<file path="src/rtl/imul_iter_var_if.sv">
// Request/response stream bundle for the iterative multiplier.
// The master side issues operands and consumes products; the slave side is the multiplier.
interface imul_iter_var_if #(
    parameter int NBITS = 32
);
    logic                 istream_val;
    logic                 istream_rdy;
    logic [2*NBITS-1:0]   istream_msg;
    logic [1:0]           istream_mode;
    logic                 ostream_val;
    logic                 ostream_rdy;
    logic [NBITS-1:0]     ostream_msg;

    modport master (
        output istream_val,
        output istream_msg,
        output istream_mode,
        output ostream_rdy,
        input  istream_rdy,
        input  ostream_val,
        input  ostream_msg
    );

    modport slave (
        input  istream_val,
        input  istream_msg,
        input  istream_mode,
        input  ostream_rdy,
        output istream_rdy,
        output ostream_val,
        output ostream_msg
    );
endinterface

</file>
<file path="src/rtl/imul_iter_var.sv">
// Variable-latency iterative multiplier: shift-add on operand magnitudes with runs of
// trailing multiplier zeros skipped (up to MAX_SHIFT per cycle) and sign fixed up at the end.
//
// state | meaning
// IDLE  | ready for a request, no response pending
// CALC  | one shift/add step per cycle until the multiplier magnitude is exhausted
// DONE  | response valid, held until the consumer takes it
module imul_iter_var #(
    parameter int NBITS     = 32,
    parameter int MAX_SHIFT = 4
) (
    input  logic           clk,
    input  logic           reset,
    imul_iter_var_if.slave io
);
    localparam int KW = $clog2(MAX_SHIFT + 1);

    typedef enum logic [1:0] {IDLE, CALC, DONE} state_t;

    state_t               state;
    logic [2*NBITS-1:0]   acc_a;
    logic [2*NBITS-1:0]   prod;
    logic [NBITS-1:0]     mul_b;
    logic                 neg;
    logic                 hi;
    logic                 rdy_q;
    logic                 val_q;
    logic [NBITS-1:0]     msg_q;

    logic [NBITS-1:0]     a_in;
    logic [NBITS-1:0]     b_in;
    logic [NBITS-1:0]     a_mag;
    logic [NBITS-1:0]     b_mag;
    logic                 neg_in;
    logic [KW-1:0]        skip;
    logic [2*NBITS-1:0]   a_next;
    logic [2*NBITS-1:0]   p_next;
    logic [NBITS-1:0]     b_next;
    logic [2*NBITS-1:0]   result;

    // Counts trailing zeros, saturating at MAX_SHIFT (an all-zero value yields MAX_SHIFT).
    function automatic logic [KW-1:0] trailing_zeros(input logic [NBITS-1:0] v);
        logic [KW-1:0] n;
        logic          stop;
        n    = '0;
        stop = 1'b0;
        for (int i = 0; i < MAX_SHIFT; i++) begin
            if (!stop && !v[i])
                n = n + KW'(1);
            else
                stop = 1'b1;
        end
        return n;
    endfunction

    // -2^(N-1) negates to itself, which read as unsigned is the correct magnitude.
    always_comb begin
        a_in   = io.istream_msg[2*NBITS-1:NBITS];
        b_in   = io.istream_msg[NBITS-1:0];
        a_mag  = (io.istream_mode[0] && a_in[NBITS-1]) ? -a_in : a_in;
        b_mag  = (io.istream_mode[0] && b_in[NBITS-1]) ? -b_in : b_in;
        neg_in = io.istream_mode[0] & (a_in[NBITS-1] ^ b_in[NBITS-1]);
    end

    always_comb begin
        skip = trailing_zeros(mul_b);
        if (mul_b[0]) begin
            p_next = prod + acc_a;
            a_next = acc_a << 1;
            b_next = mul_b >> 1;
        end else begin
            p_next = prod;
            a_next = acc_a << skip;
            b_next = mul_b >> skip;
        end
        result = neg ? -p_next : p_next;
    end

    always_ff @(posedge clk or negedge reset) begin
        if (!reset) begin
            state <= IDLE;
            acc_a <= '0;
            prod  <= '0;
            mul_b <= '0;
            neg   <= 1'b0;
            hi    <= 1'b0;
            rdy_q <= 1'b0;
            val_q <= 1'b0;
            msg_q <= '0;
        end else begin
            unique case (state)
                IDLE: begin
                    rdy_q <= 1'b1;
                    val_q <= 1'b0;
                    if (io.istream_val && rdy_q) begin
                        acc_a <= {{NBITS{1'b0}}, a_mag};
                        mul_b <= b_mag;
                        prod  <= '0;
                        neg   <= neg_in;
                        hi    <= io.istream_mode[1];
                        rdy_q <= 1'b0;
                        state <= CALC;
                    end
                end
                CALC: begin
                    acc_a <= a_next;
                    mul_b <= b_next;
                    prod  <= p_next;
                    // A zero multiplier also lands here: the skip path leaves it zero.
                    if (b_next == '0) begin
                        state <= DONE;
                        val_q <= 1'b1;
                        msg_q <= hi ? result[2*NBITS-1:NBITS] : result[NBITS-1:0];
                    end
                end
                DONE: begin
                    if (io.ostream_rdy) begin
                        state <= IDLE;
                        val_q <= 1'b0;
                        rdy_q <= 1'b1;
                    end
                end
                default: begin
                    state <= IDLE;
                    val_q <= 1'b0;
                    rdy_q <= 1'b0;
                end
            endcase
        end
    end

    assign io.istream_rdy = rdy_q;
    assign io.ostream_val = val_q;
    assign io.ostream_msg = msg_q;
endmodule

</file>
<file path="src/flat_wrapper.sv">
// flat-port wrapper written by rule: the top's interface ports become plain ports
module imul_iter_var_flat 
#(
    parameter int NBITS     = 32,
    parameter int MAX_SHIFT = 4
)
  (clk, reset, io_istream_val, io_istream_msg, io_istream_mode, io_ostream_rdy, io_istream_rdy, io_ostream_val, io_ostream_msg);
  imul_iter_var_if #(.NBITS(NBITS)) io_i ();
  input  logic clk;
  input  logic reset;
  input wire logic [$bits(io_i.istream_val)-1:0] io_istream_val;
  input wire logic [$bits(io_i.istream_msg)-1:0] io_istream_msg;
  input wire logic [$bits(io_i.istream_mode)-1:0] io_istream_mode;
  input wire logic [$bits(io_i.ostream_rdy)-1:0] io_ostream_rdy;
  output wire logic [$bits(io_i.istream_rdy)-1:0] io_istream_rdy;
  output wire logic [$bits(io_i.ostream_val)-1:0] io_ostream_val;
  output wire logic [$bits(io_i.ostream_msg)-1:0] io_ostream_msg;
  assign io_i.istream_val = io_istream_val;
  assign io_i.istream_msg = io_istream_msg;
  assign io_i.istream_mode = io_istream_mode;
  assign io_i.ostream_rdy = io_ostream_rdy;
  assign io_istream_rdy = io_i.istream_rdy;
  assign io_ostream_val = io_i.ostream_val;
  assign io_ostream_msg = io_i.ostream_msg;
  imul_iter_var #(.NBITS(NBITS), .MAX_SHIFT(MAX_SHIFT)) u_core (.clk(clk), .reset(reset), .io(io_i));
endmodule
</file>
<file path="config.mk">
export PLATFORM = sky130hd
export DESIGN_NAME = imul_iter_var_flat
export DESIGN_NICKNAME = d
export VERILOG_FILES = /design/src/rtl/imul_iter_var_if.sv /design/src/rtl/imul_iter_var.sv /design/src/flat_wrapper.sv
export SDC_FILE = /design/constraint.sdc
export NUM_CORES = 1
export LEC_CHECK = 0
export BUFFER_PORTS_ARGS = -buffer_cell sky130_fd_sc_hd__buf_4
export CAP_MARGIN = 30
export CORE_MARGIN = 8
export CORE_UTILIZATION = 56
export DETAILED_ROUTE_END_ITERATION = 10
export GPL_TIMING_DRIVEN = 0
export PLACE_DENSITY = 0.84
export SYNTH_ARGS = -nofsm -noshare
export SYNTH_HDL_FRONTEND = slang
export SYNTH_SLANG_ARGS = --single-unit
export TNS_END_PERCENT = 1
</file>
<file path="constraint.sdc">
create_clock -name clk -period 16.65 [get_ports clk]
set_input_delay 0 -clock clk [delete_from_list [all_inputs] [get_ports clk]]
set_output_delay 0 -clock clk [all_outputs]
set_load 0.01 [all_outputs]
</file>
* Word-level counts from Yosys, hierarchy flattened *
Index checks and enable logic that the tools add are counted.

cells by class
  shift-type cells = 2
  bitwise gates (word level) = 3
  reduce and logical (&&, ||, !) cells = 21
  $add $sub $neg = 7
  equal/unequal tests = 5
  mux-type cells = 30

operators with widths
  operator                                       count
  2-to-1 mux 64 bit                              5
  one-hot mux 64 bit (2 select lines)            2
  2-to-1 mux 32 bit                              5
  adder 64 bit                                   1
  negator 32 bit                                 2
  negator 64 bit                                 1
  one-hot mux 32 bit (2 select lines)            1
  left shift 64 x 3 -> 64 bit                    1
  zero test 32 bit                               1
  >> shifter 32 x 3 -> 32 bit                    1
  AND reduction 2 bit                            5
  2-to-1 mux 3 bit                               3
  2-to-1 mux 1 bit                               8
  adder 3 x 1 -> 3 bit, second input constant    2
  logical AND 1 bit                              6
  zero test 1 bit                                6
  2-to-1 mux 2 bit                               3
  one-hot mux 2 bit (3 select lines)             1
  != test 2 x 1 -> 1 bit, second input constant  2
  one-hot mux 1 bit (3 select lines)             1
  AND reduction 3 bit                            1
  adder 1 x 1 -> 2 bit, second input constant    1
  == test 2 x 1 -> 1 bit, second input constant  1
  == test 2 bit, second input constant           1
  other kinds (7)                                7

word-level totals
  output and inout bits = 34
  register bits = 198
  input port bits = 70

* Depth between registers and ports, before layout *
  depth in word-level cells = 14
  gate-level depth with buffers = 26
  mapped depth without buffers = 19

* Worst setup path before layout *
Ideal clock, no wire load.

  path type = flip-flop to flip-flop
  start = register u_core.mul_b[0]
  end = register u_core.msg_q[22], in the netlist u_core.io.ostream_msg[22]
  buffers on the path = 12
  arrival = 6037 ps
  cell stages (with the launch flop) = 25
  data required time = 16511 ps
  setup slack = 10474 ps
  path through = dfrtp_1 > buf_2 > clkbuf_1 > buf_1 > buf_2 > clkbuf_1 > buf_2 > buf_2 > clkbuf_1 > clkbuf_1 > a21oi_1 > ha_1 > mux2_2 > o21ai_2 > buf_2 > buf_2 > mux4_2 > a221o_1 > nor4_1 > nand4_1 > nor2_1 > nand2_2 > buf_2 > a2111oi_0 > a2bb2oi_1

between the ends
  longest elaborated chain between the ends = 13

RTL lines
  item                                                           RTL line              text
  start: declaration                                             imul_iter_var.sv:23   logic [NBITS-1:0] mul_b;
  start signal: assignment                                       imul_iter_var.sv:97   mul_b <= b_mag;
  start signal: assignment                                       imul_iter_var.sv:107  mul_b <= b_next;
  branches (longest 13 deep; another with adder 3 x 1 -> 3 bit)  --
  end signal: assignment                                         imul_iter_var.sv:113  msg_q <= hi ? result[2*NBITS-1:NBITS] : result[NBITS-1:0];
  end: declaration                                               imul_iter_var.sv:28   logic [NBITS-1:0] msg_q;

Several ways; the timed one is not identified.
A chain may end at the register's enable or synchronous reset.

* Worst setup path after layout *
  start = register u_core.mul_b[0]
  end = register u_core.msg_q[11], in the netlist u_core.io.ostream_msg[11]

The elaborated chain is that of the path after synthesis.

==> run metrics <==
die height between 200 and 250 um; min-delay worst type primary input to flip-flop; register area share after synthesis 23.7%; effective utilization at floorplan 56.9%; Residual DRC 1; Top FF cell, synth dfrtp_1; WHS 46.3 ps; Synth top cells by count nand2_1, o21ai_0, a21oi_1, dfrtp_1, nor2_1; worst slew pin tran 1120 ps; CTS tree built; filler instances 3082; First DRT Iteration DRCs roughly 3700; largest net degree at the start of global routing 102; Max-slew headroom 24.6%; synthesized area 0.0209 sq mm; top cell type's share of synthesized area 23.7%; number of synthesized flops with an enable pin 0; CP Launch Type flip-flop; most common cell in the netlist nand2_1; Total GRT Usage 44.9%; postcts setup bufs 0; PortBufs 103; global placer's final weighted congestion 1.11; share of cells above drive strength 1 9.95%; WP data arrival 11160 ps; global route overflow 0; outcome finished, violations left; Clock transition at path regs approximately 80 ps; syn nets 2808; Die Wd 209 um; failing checks DRC; Worst-Skew Late Latency 490 ps; post-DP HPWL between 70000 and 80000 um; critical path type flip-flop to flip-flop; Clock Tree Root clkbuf_16; final std cells w/o fill approximately 3400; Critical Path Sink Type flip-flop; Post-layout nets around 3000; CP required around 17000 ps; Cells after DPL between 3000 and 4000; drt pass-1 iters 11; I/O pins 104; ANT nets after route 0; total CTS buffers 17; CTS Sinks between 150 and 200; Max Cap Violations 0; routed len/inst 30.1 um; Worst R2R Path Depth 27; fin crit share ~65%; row cnt 70; Worst R2R Start u_core.mul_b[0]; cell repeated most along the worst path buf_2; Final Hold Vio Count 0; YS warnings 0; vias in the first global route 24522; Mapped Cells 2669; ys async rst share 100%; H-tree Lvls 4; global-route wire length before repair approximately 150000 um; clock skew ~16 ps; hold endpoint u_core.mul_b[1]; antenna violations before repair 2; synthesis-stage register bit count 198; Vias/cell 7.59; Core Region between 0.03 and 0.04 sq mm; min Tclk post-route 10800 ps; peak fanout along the critical path 10; post-synth top area cell dfrtp_1; Max Slew Vio Count 0; syn avg cell area 7.82 sq um; # setup viols final 0; worst r2r dst u_core.io.ostream_msg[11]; hold_sp io_istream_msg[1]; synth top area cells dfrtp_1, mux2i_1, o21ai_0; DIE AREA 0.0437 sq mm; hold path depth 4; number of library cell types mapped by synthesis 108; RSZ-0062 raised after global routing false; via count 25445; f_max 92.6 MHz; Total Wirelength 101000 um; Layout area overhead 13.6%; Sum Neg Setup Slack 0 ps; Crit-path slowest cell clkbuf_1; max incr delay on CP 860 ps; CTS max path bufs 2; Reg2Reg Setup Slack 5850 ps
[layer usage]
layer	GRT usage [%]	wire, um	share of wire (%)	up-vias
met5	0	16	0.016	-
met1	53.2	34900	35	11910
met2	66.7	42100	42	2253
li1	-	-	-	10669
met4	35.8	9800	9.7	2
met3	13.9	14200	14	611
[how the worst max path moves through the flow]
stage	start	endpoint	slack, ps
floorplan	u_core.mul_b[0]	u_core.io.ostream_msg[22]	10470
global placement	u_core.mul_b[0]	u_core.io.ostream_msg[14]	5740
detailed placement	u_core.mul_b[0]	u_core.io.ostream_msg[11]	6080
CTS	u_core.mul_b[0]	u_core.io.ostream_msg[11]	6010
global route	u_core.mul_b[0]	u_core.io.ostream_msg[11]	6050
finish	u_core.mul_b[0]	u_core.io.ostream_msg[11]	5850
[worst max-delay path, delay by kind of cell, from the launching register on]
| family | cells | cell delay [ps] |
|---|---|---|
| buffers and inverters | 14 | 6400 |
| AND/OR/NAND/NOR | 5 | 1770 |
| AO/OA/AOI/OAI | 5 | 1200 |
| multiplexers | 2 | 580 |
| flip-flops | 1 | 330 |
| adder cells (fa/ha/maj) | 1 | 330 |
[repair_timing]
| item | in CTS | in global routing |
|---|---|---|
| gates resized for setup | 0 | 0 |
| hold endpoints to repair | 164 | 0 |
| hold buffers | 70 | 0 |
[cells by family after synthesis]
kind of cell	share of synthesized area, %
AOI/OAI and AO/OA	30.6
and+or+nand+nor	21.7
buffers and inverters	5.10
muxes	10.9
DFF	23.7
xor gates and xnor gates	3.78
adders and majority gates	4.17
[area by class of cell]
type / count / area (sq um) / share of cell area [%]
Clock inverter: 10 / 144 / 0.607
Clock buffer: 22 / 464 / 1.96
Inverter: 53 / 199 / 0.839
Timing Repair Buffer: 184 / 1650 / 6.95
Sequential cell: 198 / 4950 / 20.9
Buffer: 207 / 866 / 3.65
Tap cell: 468 / 586 / 2.47
Multi-Input combinational cell: 2211 / 14900 / 62.6
Antenna cell: 1 / 2.50 / 0.0105
[cells in the final DEF, fill, tap and decap left out, types with 19 or more instances in the layout]
master and count:
and2_1 25, buf_4 109, ha_1 68, buf_2 35, a22oi_1 24, a211oi_1 27, clkbuf_1 144, nand3_1 95
dlygate4sd3_1 70, o211ai_1 25, dfrtp_1 198, o221ai_1 41, nand4_1 50, buf_1 22, mux2i_1 163, mux2_2 19
a21o_1 26, and3_1 27, nand2_1 280, a221oi_1 44, and4_1 23, a31oi_1 29, inv_1 49, nand2b_1 23
o21a_1 26, a221o_1 29, o22ai_1 35, nor2_1 191, xnor2_1 50, nor3_1 79, nor4_1 29, o21ai_0 236
xor2_1 40, a21oi_1 208
[flip-flops by register name, summed over array words and instances (netlist names)]
name / flops
u_core.neg: 1
u_core.acc_a: 64
u_core.prod: 64
u_core.io.ostream_val: 1
u_core.state: 2
u_core.hi: 1
u_core.io.istream_rdy: 1
u_core.io.ostream_msg: 32
u_core.mul_b: 32
[stage by stage]
step | instance area [sq um] | setup WS [ps] | util, %
floorplan | 20900 | 10470 | -
global placement | 22200 | 5740 | 60.6
detailed placement | 22300 | 6080 | 60.8
CTS | 23600 | 6010 | 64.4
global route | 23700 | 6050 | 64.6
finish | 23700 | 5850 | 64.6
Power is left out: the tool's default activity adds up to more than one toggle a clock period on the data nets, which glitch-free logic cannot reach.
